<file path="src/rtl/io_irq_pkg.sv">
// Shared definitions for io_irq_unit: register map, CTRL/STATUS bit positions,
// and the preemption timer state encoding.
package io_irq_pkg;

   localparam int ADDR_IN      = 'h10;
   localparam int ADDR_QUANTUM = 'h11;
   localparam int ADDR_CTRL    = 'h12;
   localparam int ADDR_EPC     = 'h13;
   localparam int ADDR_STATUS  = 'h14;

   localparam int CTRL_TIMER_EN = 0;
   localparam int CTRL_IRQ_EN   = 1;
   localparam int CTRL_W        = 2;

   localparam int ST_PENDING = 0;
   localparam int ST_BTN_EVT = 1;
   localparam int ST_OVERRUN = 2;
   localparam int STATUS_W   = 3;

   typedef enum logic [1:0] {
      T_IDLE = 2'd0,
      T_RUN  = 2'd1,
      T_PEND = 2'd2
   } timer_state_e;

endpackage

</file>
<file path="src/rtl/io_irq_unit_sync_edge.sv">
// Two-flop synchroniser for an asynchronous level, plus an edge flop that
// yields a registered one-cycle pulse on each rising edge of the synced level.
module sync_edge (
   input  logic i_clock,
   input  logic i_reset,
   input  logic i_async,
   output logic o_rise,
   output logic o_pulse
);

   logic r_meta;
   logic r_sync;
   logic r_prev;
   logic r_pulse;

   always_ff @(posedge i_clock or posedge i_reset) begin
      if (i_reset) begin
         r_meta  <= 1'b0;
         r_sync  <= 1'b0;
         r_prev  <= 1'b0;
         r_pulse <= 1'b0;
      end else begin
         r_meta  <= i_async;
         r_sync  <= r_meta;
         r_prev  <= r_sync;
         r_pulse <= r_sync & ~r_prev;
      end
   end

   // Combinational rise lets status logic latch the event on the same edge as the pulse.
   assign o_rise  = r_sync & ~r_prev;
   assign o_pulse = r_pulse;

endmodule

</file>
<file path="src/rtl/io_irq_unit.sv">
// Memory-mapped IO block: N_OUT output registers, synchronised switch input,
// button edge detector and a preemption timer that raises irq and saves EPC on ack.
module io_irq_unit
   import io_irq_pkg::*;
#(
   parameter int DATA_W = 32,
   parameter int N_OUT  = 3,
   parameter int IN_W   = 18,
   parameter int ADDR_W = 5
) (
   input  logic                    i_clock,
   input  logic                    i_reset,
   input  logic [ADDR_W-1:0]       i_addr,
   input  logic                    i_wr_en,
   input  logic [DATA_W-1:0]       i_wr_data,
   output logic [DATA_W-1:0]       o_rd_data,
   input  logic [IN_W-1:0]         i_in_raw,
   input  logic                    i_btn_n,
   output logic                    o_btn_pulse,
   input  logic [DATA_W-1:0]       i_pc_in,
   output logic                    o_irq,
   input  logic                    i_irq_ack,
   output logic [DATA_W-1:0]       o_epc,
   output logic [N_OUT*DATA_W-1:0] o_out_bus
);

   logic [N_OUT-1:0][DATA_W-1:0] r_out;
   logic [DATA_W-1:0]            r_quantum;
   logic [DATA_W-1:0]            r_cnt;
   logic [DATA_W-1:0]            r_epc;
   logic [CTRL_W-1:0]            r_ctrl;
   logic [STATUS_W-1:0]          r_status;
   logic [IN_W-1:0]              r_in_meta;
   logic [IN_W-1:0]              r_in_sync;
   logic                         r_irq;
   timer_state_e                 r_state;
   timer_state_e                 w_state_nxt;

   logic              w_wr_q;
   logic              w_wr_ctrl;
   logic              w_wr_stat;
   logic              w_run_ok;
   logic              w_active;
   logic              w_tc;
   logic              w_btn_rise;
   logic              w_btn_pulse;
   logic [DATA_W-1:0] w_rd_data;

   sync_edge u_btn (
      .i_clock (i_clock),
      .i_reset (i_reset),
      .i_async (~i_btn_n),
      .o_rise  (w_btn_rise),
      .o_pulse (w_btn_pulse)
   );

   assign w_wr_q    = i_wr_en && (i_addr == ADDR_W'(ADDR_QUANTUM));
   assign w_wr_ctrl = i_wr_en && (i_addr == ADDR_W'(ADDR_CTRL));
   assign w_wr_stat = i_wr_en && (i_addr == ADDR_W'(ADDR_STATUS));

   // Counting only happens in a non-idle state while the timer is still enabled with a
   // non-zero quantum; the state register catches up one edge after those conditions drop.
   assign w_run_ok = r_ctrl[CTRL_TIMER_EN] && (r_quantum != '0);
   assign w_active = (r_state != T_IDLE) && w_run_ok;
   assign w_tc     = w_active && (r_cnt == DATA_W'(1));

   always_ff @(posedge i_clock or posedge i_reset) begin
      if (i_reset) r_state <= T_IDLE;
      else         r_state <= w_state_nxt;
   end

   always_comb begin
      w_state_nxt = r_state;
      if (!w_run_ok) begin
         w_state_nxt = T_IDLE;
      end else begin
         case (r_state)
            T_IDLE:  w_state_nxt = T_RUN;
            T_RUN:   if (w_tc) w_state_nxt = T_PEND;
            T_PEND:  if (i_irq_ack && !w_tc) w_state_nxt = T_RUN;
            default: w_state_nxt = T_IDLE;
         endcase
      end
   end

   always_ff @(posedge i_clock or posedge i_reset) begin
      if (i_reset) begin
         r_out     <= '0;
         r_quantum <= '0;
         r_cnt     <= '0;
         r_ctrl    <= '0;
         r_status  <= '0;
         r_epc     <= '0;
         r_irq     <= 1'b0;
         r_in_meta <= '0;
         r_in_sync <= '0;
      end else begin
         for (int k = 0; k < N_OUT; k++)
            if (i_wr_en && (i_addr == ADDR_W'(k))) r_out[k] <= i_wr_data;

         if (w_wr_q)    r_quantum <= i_wr_data;
         if (w_wr_ctrl) r_ctrl    <= i_wr_data[CTRL_W-1:0];

         if (w_wr_q)
            r_cnt <= i_wr_data;
         else if (w_wr_ctrl || !w_active || w_tc)
            r_cnt <= r_quantum;
         else
            r_cnt <= r_cnt - DATA_W'(1);

         // Hardware sets take priority over ack / write-1-to-clear in the same cycle.
         r_status[ST_PENDING] <= w_tc | (r_status[ST_PENDING] & ~i_irq_ack);
         r_status[ST_OVERRUN] <= (w_tc & r_status[ST_PENDING]) |
                                 (r_status[ST_OVERRUN] & ~(w_wr_stat & i_wr_data[ST_OVERRUN]));
         r_status[ST_BTN_EVT] <= w_btn_rise |
                                 (r_status[ST_BTN_EVT] & ~(w_wr_stat & i_wr_data[ST_BTN_EVT]));

         r_irq <= r_status[ST_PENDING] & r_ctrl[CTRL_IRQ_EN];
         if (i_irq_ack) r_epc <= i_pc_in;

         r_in_meta <= i_in_raw;
         r_in_sync <= r_in_meta;
      end
   end

   always_comb begin
      w_rd_data = '0;
      for (int k = 0; k < N_OUT; k++)
         if (i_addr == ADDR_W'(k)) w_rd_data = r_out[k];
      if (i_addr == ADDR_W'(ADDR_IN))      w_rd_data = DATA_W'(r_in_sync);
      if (i_addr == ADDR_W'(ADDR_QUANTUM)) w_rd_data = r_quantum;
      if (i_addr == ADDR_W'(ADDR_CTRL))    w_rd_data = DATA_W'(r_ctrl);
      if (i_addr == ADDR_W'(ADDR_EPC))     w_rd_data = r_epc;
      if (i_addr == ADDR_W'(ADDR_STATUS))  w_rd_data = DATA_W'(r_status);
   end

   assign o_rd_data   = w_rd_data;
   assign o_btn_pulse = w_btn_pulse;
   assign o_irq       = r_irq;
   assign o_epc       = r_epc;
   assign o_out_bus   = r_out;

endmodule

</file>
<file path="config.mk">
export PLATFORM = sky130hd
export DESIGN_NAME = io_irq_unit
export DESIGN_NICKNAME = d
export VERILOG_FILES = /design/src/rtl/io_irq_pkg.sv /design/src/rtl/io_irq_unit_sync_edge.sv /design/src/rtl/io_irq_unit.sv
export SDC_FILE = /design/constraint.sdc
export NUM_CORES = 1
export LEC_CHECK = 0
export ABC_CLOCK_PERIOD_IN_PS = 14850
export CORE_ASPECT_RATIO = 0.6
export CORE_MARGIN = 4
export CORE_UTILIZATION = 55
export CTS_BUF_LIST = sky130_fd_sc_hd__clkbuf_8
export CTS_CLUSTER_SIZE = 40
export DETAILED_ROUTE_END_ITERATION = 7
export PLACE_DENSITY = 0.87
export SLEW_MARGIN = 20
export SYNTH_ARGS = -nofsm -noshare
export SYNTH_HDL_FRONTEND = slang
export SYNTH_SLANG_ARGS = --single-unit
export TNS_END_PERCENT = 100
</file>
<file path="constraint.sdc">
create_clock -name i_clock -period 14.85 [get_ports i_clock]
set_clock_uncertainty 0.15 [all_clocks]
set_input_delay 3.7125 -clock i_clock [delete_from_list [all_inputs] [get_ports i_clock]]
set_output_delay 3.7125 -clock i_clock [all_outputs]
set_load 0.01 [all_outputs]
</file>
# Word-level counts from Yosys, hierarchy flattened
# Cells that the tools add are included.
[classes]
n_addsub = 1
mul = 0
n_div = 0
n_lt_le_gt_ge = 0
n_eq_ne = 12
n_shift = 0
n_mux = 14
bitwise = 16
reduce_logical = 19
[ops]
columns = ["operator", "count"]
rows = [
  ["two-way mux 32 bit", 10],
  ["equality test 32 x 1 -> 1 bit (second input constant)", 1],
  ["nonzero test 32 bit", 1],
  ["subtractor 32 x 1 -> 32 bit (second input constant)", 1],
  ["equality test 5 bit (second input constant)", 5],
  ["logical AND 1 bit", 10],
  ["AND 1 bit", 8],
  ["two-way mux 2 bit", 3],
  ["inequality test 3 bit (second input constant)", 2],
  ["one-hot mux 2 bit (3 select lines)", 1],
  ["equality test 5 x 1 -> 1 bit (second input constant)", 1],
  ["equality test 5 x 2 -> 1 bit (second input constant)", 1],
  ["zero test 5 bit", 1],
  ["NOT 1 bit", 5],
  ["bitwise OR 1 bit", 3],
  ["equality test 2 x 1 -> 1 bit (second input constant)", 1],
  ["equality test 2 bit (second input constant)", 1],
  ["zero test 1 bit", 2],
  ["zero test 2 bit", 1],
  ["logical OR 1 bit", 2],
  ["AND reduction 2 bit", 1],
  ["nonzero test 2 bit", 1],
]
[totals]
regBits = 240
latch_bits = 0
mem_bits_rw = 0
romBits = 0
in_bits = 92
out_inout_bits = 162
wordCells = 78
memories = 0

# Depth between registers and ports, before layout
# Gate-level depths: netlist of the first run.
[depth]
word_depth = 9
depth_mapped = 9
mapped_depth_nobuf = 8

# Modules after synthesis
# Synthesis of the first run repeated with hierarchy kept, for this count alone.
[hier_totals]
hier_cells = 845
hier_area_um2 = 10311.1
[by_module_without_submodules]
columns = ["mod", "n_inst", "cells_each", "area_each_um2", "seq_area_each_um2"]
rows = [
  ["io_irq_unit", 1, 839, 10193.5, 5905.7],
  ["sync_edge", 1, 6, 117.6, 100.1],
]

# Worst setup path after synthesis of the first run
# Ideal clock, no wire load.
[synth_timing]
kind = "input port to output port"
startpoint = "in i_addr[0]"
endpoint = "out o_rd_data[10]"
arrival_ns = 5.084
path_slack_ns = 5.903
cell_stages = 5
path_cell_list = "clkbuf_1 > nor4_1 > clkbuf_1 > a22oi_1 > nand3_1"
[synth_via]
elab_chain_cells = 9
word_cells_on_any_way = 16
[synth_rtl]
columns = ["item", "line", "source"]
rows = [
  ["from (decl)", "io_irq_unit.sv:13", "input logic [ADDR_W-1:0] i_addr,"],
  ["zero test 5 bit", "io_irq_unit.sv:129", "if (i_addr == ADDR_W'(k)) w_rd_data = r_out[k];"],
  ["two-way mux 32 bit (3 in series)", "io_irq_unit.sv:129", ""],
  ["two-way mux 32 bit", "io_irq_unit.sv:130", "if (i_addr == ADDR_W'(ADDR_IN)) w_rd_data = DATA_W'(r_in_sync);"],
  ["two-way mux 32 bit", "io_irq_unit.sv:131", "if (i_addr == ADDR_W'(ADDR_QUANTUM)) w_rd_data = r_quantum;"],
  ["two-way mux 32 bit", "io_irq_unit.sv:132", "if (i_addr == ADDR_W'(ADDR_CTRL)) w_rd_data = DATA_W'(r_ctrl);"],
  ["two-way mux 32 bit", "io_irq_unit.sv:133", "if (i_addr == ADDR_W'(ADDR_EPC)) w_rd_data = r_epc;"],
  ["two-way mux 32 bit *", "io_irq_unit.sv:134", "if (i_addr == ADDR_W'(ADDR_STATUS)) w_rd_data = DATA_W'(r_status);"],
  ["to (decl)", "io_irq_unit.sv:16", "output logic [DATA_W-1:0] o_rd_data,"],
]
# Every way passes the cells marked *; elsewhere a longest branch is shown, timed or not.

# Worst setup path in the final report of the first run
[layout_timing]
startpoint = "in i_addr[3]"
endpoint = "out o_rd_data[0]"
# The elaborated chain is that of the path after synthesis.

==> results of run 1 <==
-- Yosys cell counts, types with 2 or more instances --
library cell and count:
inv_1 6, clkbuf_1 34, xnor2_1 5, a22o_1 17
nand2_1 140, and2_1 3, mux2i_1 2, nor3_1 11
o221ai_1 5, a22oi_1 49, nor4b_1 2, dfrtp_1 240
buf_1 13, nand2b_1 2, mux2_2 131, nand4_1 3
nand3_1 45, and3_1 2, buf_6 2, ha_1 2
a222oi_1 15, o211ai_2 10, or3_1 3, a21oi_1 3
xor2_1 22, nor4_4 2, buf_2 7, a21o_1 2
nor4_1 17, o211ai_1 17, nor2_1 18, o21ai_0 4
or4_1 4
-- cell type report --
cell class | count | area (µm²) | share of cell area
Clock buffer | 44 | 606 | 0.0440
Clock inverter | 14 | 53.8 | 0.00391
Inverter | 6 | 30.0 | 0.00218
Multi-Input combinational cell | 559 | 4190 | 0.304
Sequential cell | 240 | 6010 | 0.436
Tap cell | 240 | 300 | 0.0218
Timing Repair Buffer | 261 | 2590 | 0.188
-- cells by family after synthesis --
| group | share of synthesized area |
|---|---|
| simple gates | 0.127 |
| mux | 0.144 |
| flops | 0.577 |
| xor+xnor | 0.0227 |
| buf+inv | 0.0246 |
| fa+ha+maj | 0.00240 |
| compound gates | 0.103 |
-- metal layers --
metal	track usage	routed length, µm
met5	0	0
met3	0.0743	2830
met4	0.0514	359
met2	0.419	13400
met1	0.421	13500
-- sequential cells by signal (all words and copies together), names as in the netlist, 2 cells and up --
name and count:
r_state 2, r_status 3, r_ctrl 2, r_quantum 32, r_cnt 32, r_in_sync 18
o_out_bus 96, r_in_meta 18, o_epc 32
-- worst max path at each step --
| stage | from | endpoint | slack, ns | cells past startpoint |
|---|---|---|---|---|
| 2_1_floorplan | i_reset | o_epc[0]$_DFFE_PP0P_ | 4.40 | 1 |
| 6_report | i_addr[3] | o_rd_data[0] | 4.07 | 7 |
| 3_5_place_dp | i_addr[3] | o_rd_data[0] | 4.14 | 7 |
| 5_1_grt | i_addr[2] | o_rd_data[0] | 3.95 | 7 |
| 3_3_place_gp | i_addr[3] | o_rd_data[0] | 4.18 | 7 |
| 4_1_cts | i_addr[3] | o_rd_data[0] | 4.13 | 7 |
-- where the power goes --
group	internal [mW]	switching (mW)
registers	0.758	0.0993
logic	0.235	0.191
clock network	0.265	0.243
-- layout by cell type, fill, tap and decap left out, types with 2 or more instances in the layout --
cell             count
clkdlybuf4s50_1    252
dfrtp_1            240
nand2_1            136
mux2_2             131
a22oi_1             49
nand3_1             45
clkbuf_8            44
xor2_1              22
inv_1               18
nor2_1              17
a22o_1              17
o211ai_1            17
nor4_1              16
a222oi_1            15
nor3_1              10
o211ai_2            10
buf_4                7
nand2_2              5
o221ai_1             5
xnor2_1              5
o21ai_0              4
or4_1                4
and2_1               3
nor4_4               3
a21oi_1              3
nand4_1              3
or3_1                3
nand2b_1             2
nor3_2               2
mux2i_1              2
nor4b_1              2
a21o_1               2
ha_1                 2
==> results.sh, run 1 <==
export IMPL_htreeDepth=2
export IMPL_fillers=1238
export IMPL_hold_slack_ns=0.199
export IMPL_ir_drop_v=0.0000708
export IMPL_drtAntennaViolNets=0
export IMPL_clk_insertion_delay_late_ns=0.51
export IMPL_crit_type="in2out"
export IMPL_rsz0062_at_grt="false"
export IMPL_timing_final_ws_setup_ns=4.07
export IMPL_crit_buf_inv=2
export IMPL_tightest_slew_ns=1.09
export IMPL_ys_ff_latch=240
export IMPL_power_total_mw=1.79
export IMPL_startpoint_type="input pin"
export IMPL_synth_cell_types=56
export IMPL_cts_sinks=240
export IMPL_numPortBuffers=253
export IMPL_synth_area_leaders="dfrtp_1 (58%), mux2_2 (14%), nand2_1 (5.0%), a22oi_1 (3.5%), nand3_1 (2.2%)"
export IMPL_fin_area_um2=13800
export IMPL_slew_violations=0
export IMPL_post_cts_resized=0
export IMPL_grt_max_degree=94
export IMPL_nets=1197
export IMPL_ys_warn_count=0
export IMPL_setup_viol=0
export IMPL_syn_to_final_growth_pct=32.2
export IMPL_cts_tree="done"
export IMPL_synthDominantCellAreaShare=0.577
export IMPL_dp_cells=1306
export IMPL_start_util=0.569
export IMPL_layout_cells_non_filler=1364
export IMPL_io_pins=254
export IMPL_ff2ff_path_depth=6
export IMPL_cts_buffer_depth=3
export IMPL_grt_overflow_total=0
export IMPL_min_from="r_in_meta[4]$_DFF_PP0_"
export IMPL_synthCells=861
export IMPL_dieArea_um2=21300
export IMPL_maxCapViolations=0
export IMPL_status="completed"
export IMPL_hold_viol=0
export IMPL_gp_congestion=0.839
export IMPL_powerDensity_nw_per_um2=130
export IMPL_std_cell_rows=38
export IMPL_hold_path_cell_count=0
export IMPL_place_ws_ns=4.14
export IMPL_r2r_start="r_cnt[4]$_DFF_PP0_"
export IMPL_cts_root_buf="clkbuf_8"
export IMPL_cp_end_kind="primary output"
export IMPL_finalWirelength_um=30100
export IMPL_postCtsSetupRepairBufs=0
export IMPL_drive_above_1_share=0.194
export IMPL_drt_pass1_iterations=5
export IMPL_critPathMostFrequentCell="clkdlybuf4s50_1"
export IMPL_place_hpwl_um=20000
export IMPL_clk_pin_slew_ns=0.07
export IMPL_cts_made_buffers=35
export IMPL_yosysTopAreaCell="dfrtp_1"
export IMPL_synth_ff_type="dfrtp_1"
export IMPL_n_antenna_cell=0
export IMPL_drt_iter0_markers=732
export IMPL_required_ns=10.99
export IMPL_ys_async_sr_fraction=1.00
export IMPL_setup_tns_ns=0
export IMPL_fin_crit_ns=10.78
export IMPL_crit_chain="clkdlybuf4s50_1 > nand2b_1 > nor2_2 > and2_1 > a22oi_1 > nand3_1 > clkdlybuf4s50_1"
export IMPL_hold_path_class="reg2reg"
export IMPL_dieHeight_um=115
export IMPL_vias_per_cell=6.08
export IMPL_yosysSeqAreaShare=0.577
export IMPL_syn_nets=955
export IMPL_die_width_um=186
export IMPL_timing_rr_end="r_cnt[28]$_DFF_PP0_"
export IMPL_max_stage_delay_ns=0.81
export IMPL_worstPathArrival_ns=6.92
export IMPL_cp_max_fo=20
export IMPL_leakagePower_nw=6.15
export IMPL_postPlaceCellArea_um2=13100
export IMPL_drc=0
export IMPL_core_um2=18300
export IMPL_cp_top_family="simple AND/OR/NAND/NOR gates"
export IMPL_utilization=0.753
export IMPL_antenna_found_initial=0
export IMPL_slew_headroom=0.272
export IMPL_synth_area_per_cell_um2=12.1
export IMPL_min_to="r_in_sync[4]$_DFF_PP0_"
export IMPL_wl_per_cell_um=22.0
export IMPL_fmax_mhz=92.8
export IMPL_grt_pass1_wl_um=47000
export IMPL_regToRegSetupSlack_ns=11.98
export IMPL_cts_hold_buffers_added=0
export IMPL_grt_usage=0.280
export IMPL_synth_edf_count=0
export IMPL_crit_slowest_cell="nor2_2"
export IMPL_post_route_period_util=0.726
export IMPL_grt_pass1_vias=8280
export IMPL_synth_area_um2=10400
export IMPL_vias=8290
(Power assumes the default switching activity.)
==> inputs of run 2 (changes only) <==
--- a/config.mk
+++ b/config.mk
@@ -5,14 +5,14 @@
 export SDC_FILE = /design/constraint.sdc
 export NUM_CORES = 1
 export LEC_CHECK = 0
-export ABC_CLOCK_PERIOD_IN_PS = 14850
+export ABC_CLOCK_PERIOD_IN_PS = 11100
 export CORE_ASPECT_RATIO = 0.6
 export CORE_MARGIN = 4
-export CORE_UTILIZATION = 55
+export CORE_UTILIZATION = 51
 export CTS_BUF_LIST = sky130_fd_sc_hd__clkbuf_8
 export CTS_CLUSTER_SIZE = 40
 export DETAILED_ROUTE_END_ITERATION = 7
-export PLACE_DENSITY = 0.87
+export PLACE_DENSITY = 0.81
 export SLEW_MARGIN = 20
 export SYNTH_ARGS = -nofsm -noshare
 export SYNTH_HDL_FRONTEND = slang
==> constraint.sdc (replaced) <==
create_clock -name i_clock -period 11.1 [get_ports i_clock]
set_clock_uncertainty 0.15 [all_clocks]
set_input_delay 2.775 -clock i_clock [delete_from_list [all_inputs] [get_ports i_clock]]
set_output_delay 2.775 -clock i_clock [all_outputs]
set_load 0.01 [all_outputs]
==> run 2 against run 1 <==
  * Core utilization fell by 5.7 points
  * Register-to-register slack got worse by 3.7 ns
  * Combinational power rose by 33%
  * Die area rose by 7.4%
  * Critical path depth rose by 1
  * Wire length fell by 0.73%
  * First-iteration DRC count fell by 5.5%
  * Non-clock buffer count rose by 3
==> results.sh, run 2 (synthesis results as in run 1) <==
export IMPL_drive_above_1_share=0.203
export IMPL_rsz0062_at_grt="false"
export IMPL_hold_path_class="reg2reg"
export IMPL_dieHeight_um=119
export IMPL_drt_iter0_markers=692
export IMPL_io_pins=254
export IMPL_wl_per_cell_um=21.2
export IMPL_cts_sinks=240
export IMPL_busiest_layer="met1"
export IMPL_fillers=1449
export IMPL_place_hpwl_um=20500
export IMPL_slew_violations=0
export IMPL_post_cts_resized=0
export IMPL_cts_root_buf="clkbuf_8"
export IMPL_min_from="r_in_meta[4]$_DFF_PP0_"
export IMPL_drtAntennaViolNets=0
export IMPL_vias_per_cell=5.82
export IMPL_start_util=0.520
export IMPL_powerDensity_nw_per_um2=177
export IMPL_place_ws_ns=2.42
export IMPL_status="completed"
export IMPL_grt_max_degree=109
export IMPL_crit_type="in2out"
export IMPL_hold_viol=0
export IMPL_startpoint_type="input pin"
export IMPL_layout_commonest_cell="clkdlybuf4s50_1"
export IMPL_cts_made_buffers=36
export IMPL_largest_reg_flops=96
export IMPL_r2r_start="r_quantum[20]$_DFFE_PP0P_"
export IMPL_gp_congestion=0.826
export IMPL_dieArea_um2=22900
export IMPL_setup_viol=0
export IMPL_grt_usage=0.261
export IMPL_syn_to_final_growth_pct=33.7
export IMPL_slew_headroom=0.285
export IMPL_clk_insertion_delay_late_ns=0.52
export IMPL_max_stage_delay_ns=0.79
export IMPL_met2_usage=0.371
export IMPL_n_antenna_cell=0
export IMPL_layout_common_cells="clkdlybuf4s50_1 (252), dfrtp_1 (240), nand2_1 (136)"
export IMPL_grt_pass1_vias=8302
export IMPL_cp_max_fo=20
export IMPL_htreeDepth=2
export IMPL_cts_buffer_depth=3
export IMPL_antenna_found_initial=0
export IMPL_tightest_slew_ns=1.07
export IMPL_critPathMostFrequentCell="clkdlybuf4s50_1"
export IMPL_cts_tree="done"
export IMPL_post_route_period_util=0.775
export IMPL_grt_util_met3=0.0658
export IMPL_fmax_mhz=116
export IMPL_nets=1201
export IMPL_crit_slowest_cell="and2_1"
export IMPL_worstPathArrival_ns=5.68
export IMPL_cp_end_kind="primary output"
export IMPL_grt_pass1_wl_um=47300
export IMPL_drt_pass1_iterations=6
export IMPL_leakagePower_nw=6.19
export IMPL_vias=8169
export IMPL_clk_pin_slew_ns=0.06
export IMPL_postCtsSetupRepairBufs=0
export IMPL_maxCapViolations=0
export IMPL_core_um2=20000
export IMPL_std_cell_rows=40
export IMPL_ir_drop_v=0.000128
export IMPL_finalWirelength_um=29800
export IMPL_required_ns=8.18
export IMPL_die_width_um=193
export IMPL_drc=0
export IMPL_grt_overflow_total=0
export IMPL_crit_path_start="i_addr[3]"
export IMPL_setup_tns_ns=0
export IMPL_crit_chain="clkdlybuf4s50_1 > nand2b_1 > nor3_2 > buf_4 > and2_1 > a22oi_1 > nand3_1 > clkdlybuf4s50_1"
export IMPL_numPortBuffers=253
export IMPL_grtUsageMet1=0.408
export IMPL_fin_crit_ns=8.61
export IMPL_timing_final_ws_setup_ns=2.49
export IMPL_cts_hold_buffers_added=0
run 2: cell types whose count changed in the layout (fill, tap and decap cells not counted), sizes merged:
cell,before,now
buf,9,12
bufinv,0,2
inv,19,14
clkinv,1,5
clkbuf,44,45
clkinvlp,0,2
run 2: stage by stage:
| stage | total power [mW] | cell area [µm²] | util | hold WS, ns | std cells |
|---|---|---|---|---|---|
| finish | 2.47 | 13900 | 0.696 | 0.192 | 1404 |
| floorplan | 1.42 | 10400 | - | 0.181 | 861 |
| global placement | 1.71 | 13200 | 0.658 | 0.181 | 1341 |
| detailed placement | 1.73 | 13200 | 0.658 | 0.185 | 1341 |
| CTS | 2.48 | 13900 | 0.695 | 0.193 | 1403 |
| global route | 2.59 | 13900 | 0.696 | 0.205 | 1404 |
run 2: cell type report:
type	count	area (µm²)	area share
inverter	6	30.0	0.00216
clock inverter	17	130	0.00934
multi-input combinational	559	4190	0.301
tap	273	342	0.0245
timing repair buffer	264	2610	0.187
sequential	240	6010	0.431
clock buffer	45	619	0.0445
run 2: path summary, 6_finish.rpt:
kind                            depth (start not counted)  slack (ns)                         to
worst max register to register                          7        8.26        r_cnt[29]$_DFF_PP0_
worst min register to register                          0        0.19     r_in_sync[4]$_DFF_PP0_
worst max-delay path                                    8        2.49               o_rd_data[0]
max in group asynchronous                               3        6.78  o_out_bus[15]$_DFFE_PP0P_
min in group asynchronous                               2        2.65     r_in_meta[3]$_DFF_PP0_
worst min-delay path                                    0        0.19     r_in_sync[4]$_DFF_PP0_
run 2: per-layer routing:
metal  vias up  part of all wire
li1       3675                 -
met3        35             0.085
met2       352              0.43
met5         -                 0
met4         0             0.013
met1      4107              0.47
run 2: power breakdown:
part / internal, mW / leakage (nW) / switching, mW / total, mW
logic: 0.314 / 2.77 / 0.252 / 0.566
registers: 1.01 / 3.00 / 0.137 / 1.15
clock network: 0.413 / 0.414 / 0.338 / 0.750
run 2: critical path: cells and delay by family:
kind	cells	cell delay, ns
AND/OR/NAND/NOR	4	1.33
AO/OA/AOI/OAI	1	0.21
buffers and inverters	3	1.34
==> inputs of run 3 (changes only) <==
--- a/config.mk
+++ b/config.mk
@@ -5,7 +5,7 @@
 export SDC_FILE = /design/constraint.sdc
 export NUM_CORES = 1
 export LEC_CHECK = 0
-export ABC_CLOCK_PERIOD_IN_PS = 11100
+export ABC_CLOCK_PERIOD_IN_PS = 8400
 export CORE_ASPECT_RATIO = 0.6
 export CORE_MARGIN = 4
 export CORE_UTILIZATION = 51
==> constraint.sdc (replaced) <==
create_clock -name i_clock -period 8.4 [get_ports i_clock]
set_clock_uncertainty 0.15 [all_clocks]
set_input_delay 2.1 -clock i_clock [delete_from_list [all_inputs] [get_ports i_clock]]
set_output_delay 2.1 -clock i_clock [all_outputs]
set_load 0.01 [all_outputs]
==> run 3 against run 2 <==
  * Critical path depth stayed put
  * Critical path type unchanged
  * Hold slack improved by 0.0022 ns
  * Wire length is 3.1% lower
==> results.sh, run 3 (synthesis results as in run 1) <==
export IMPL_std_cell_rows=40
export IMPL_crit_type="in2out"
export IMPL_drive_above_1_share=0.198
export IMPL_cts_root_buf="clkbuf_8"
export IMPL_drc=0
export IMPL_antenna_found_initial=0
export IMPL_postPlaceCellArea_um2=13200
export IMPL_cp_max_fo=20
export IMPL_hold_path_class="reg2reg"
export IMPL_clk_pin_slew_ns=0.06
export IMPL_cts_made_buffers=37
export IMPL_powerDensity_nw_per_um2=229
export IMPL_layout_commonest_cell="clkdlybuf4s50_1"
export IMPL_slew_headroom=0.316
export IMPL_drt_iter0_markers=510
export IMPL_rsz0062_at_grt="false"
export IMPL_n_antenna_cell=0
export IMPL_io_pins=254
export IMPL_grt_pass1_wl_um=46200
export IMPL_tightest_slew_ns=1.03
export IMPL_setup_viol=0
export IMPL_cp_end_kind="primary output"
export IMPL_layout_common_cells="clkdlybuf4s50_1 (252), dfrtp_1 (240), nand2_1 (136)"
export IMPL_fin_crit_ns=7.25
export IMPL_start_util=0.520
export IMPL_post_cts_resized=0
export IMPL_postCtsSetupRepairBufs=0
export IMPL_clk_insertion_delay_late_ns=0.52
export IMPL_dieHeight_um=119
export IMPL_vias=8037
export IMPL_critPathMostFrequentCell="clkdlybuf4s50_1"
export IMPL_cts_sinks=240
export IMPL_core_um2=20000
export IMPL_crit_chain="clkdlybuf4s50_1 > nand2b_1 > nor3_2 > buf_4 > and2_1 > a22oi_1 > nand3_1 > clkdlybuf4s50_1"
export IMPL_leakagePower_nw=6.21
export IMPL_crit_buf_inv=3
export IMPL_cts_buffer_depth=3
export IMPL_grt_overflow_total=0
export IMPL_worstPathArrival_ns=5.00
export IMPL_crit_slowest_cell="and2_1"
export IMPL_cts_tree="done"
export IMPL_grt_max_degree=197
export IMPL_fin_area_um2=13900
export IMPL_finalWirelength_um=28900
export IMPL_grt_pass1_vias=8210
export IMPL_fillers=1464
export IMPL_startpoint_type="input pin"
export IMPL_dieArea_um2=22900
export IMPL_cp_top_family="simple AND/OR/NAND/NOR gates"
export IMPL_place_hpwl_um=19600
export IMPL_max_stage_delay_ns=0.79
export IMPL_grt_usage=0.254
export IMPL_vias_per_cell=5.72
export IMPL_ir_drop_v=0.000135
export IMPL_htreeDepth=2
export IMPL_setup_tns_ns=0
export IMPL_nets=1202
export IMPL_syn_to_final_growth_pct=33.7
export IMPL_fmax_mhz=138
export IMPL_post_route_period_util=0.863
export IMPL_cts_hold_buffers_added=0
export IMPL_required_ns=6.15
export IMPL_wl_per_cell_um=20.6
export IMPL_drtAntennaViolNets=0
export IMPL_gp_congestion=0.820
export IMPL_die_width_um=193
export IMPL_status="completed"
export IMPL_hold_viol=0
export IMPL_numPortBuffers=253
export IMPL_maxCapViolations=0
export IMPL_slew_violations=0
export IMPL_drt_pass1_iterations=6
export IMPL_largest_reg_flops=96
run 3: worst paths after layout:
path                                                start  slack, ns  depth (start not counted)                endpoint
worst max-delay path                            i_addr[3]       1.15                          8            o_rd_data[0]
worst min-delay path               r_in_meta[4]$_DFF_PP0_       0.19                          0  r_in_sync[4]$_DFF_PP0_
worst max register to register  r_quantum[20]$_DFFE_PP0P_       5.55                          7     r_cnt[31]$_DFF_PP0_
worst min register to register     r_in_meta[4]$_DFF_PP0_       0.19                          0  r_in_sync[4]$_DFF_PP0_
max in group asynchronous                         i_reset       5.07                          4   o_epc[19]$_DFFE_PP0P_
min in group asynchronous                         i_reset       1.74                          2    o_epc[2]$_DFFE_PP0P_
run 3: final cells by class:
class                   count  area [µm²]  share of cell area
clock buffers              46         633              0.0455
well taps                 273         342              0.0245
flip-flops and latches    240        6010               0.431
multi-input cells         559        4200               0.301
clock inverters            17        68.8             0.00494
repair buffers            264        2660               0.191
inverters                   6        26.3             0.00189
run 3: through the flow:
stage | utilization | power [mW] | setup slack, ns | std cells | hold WS [ns]
final | 0.696 | 3.19 | 1.15 | 1405 | 0.194
after global routing | 0.696 | 3.36 | 0.994 | 1405 | 0.204
after CTS | 0.693 | 3.22 | 1.22 | 1403 | 0.195
after detailed placement | 0.658 | 2.28 | 1.24 | 1340 | 0.186
after global placement | 0.658 | 2.26 | 1.28 | 1339 | 0.182
after floorplan | - | 1.87 | 2.68 | 861 | 0.181
run 3: power breakdown:
group	switching [mW]	total, mW	leakage (nW)	internal (mW)
sequential	0.173	1.51	3.00	1.34
clock	0.440	0.931	0.415	0.490
combinational	0.332	0.750	2.79	0.418
total	0.945	3.19	6.21	2.25
run 3: worst reg2reg max path, stage by stage, from the launching register on:
cell and delay, ns:
dfrtp_1 0.41, nor4_1 0.46, nand4_1 0.24, o21ai_0 0.63, nor4b_4 0.18, buf_4 0.32
nand2_2 0.19, o221ai_1 0.14
run 3: routing by layer:
metal,vias up,global-route usage,share of wire
met2,300,0.371,0.43
met4,0,0.0548,0.012
met5,-,0,0
met1,4040,0.388,0.48
li1,3657,-,-
met3,40,0.0605,0.077
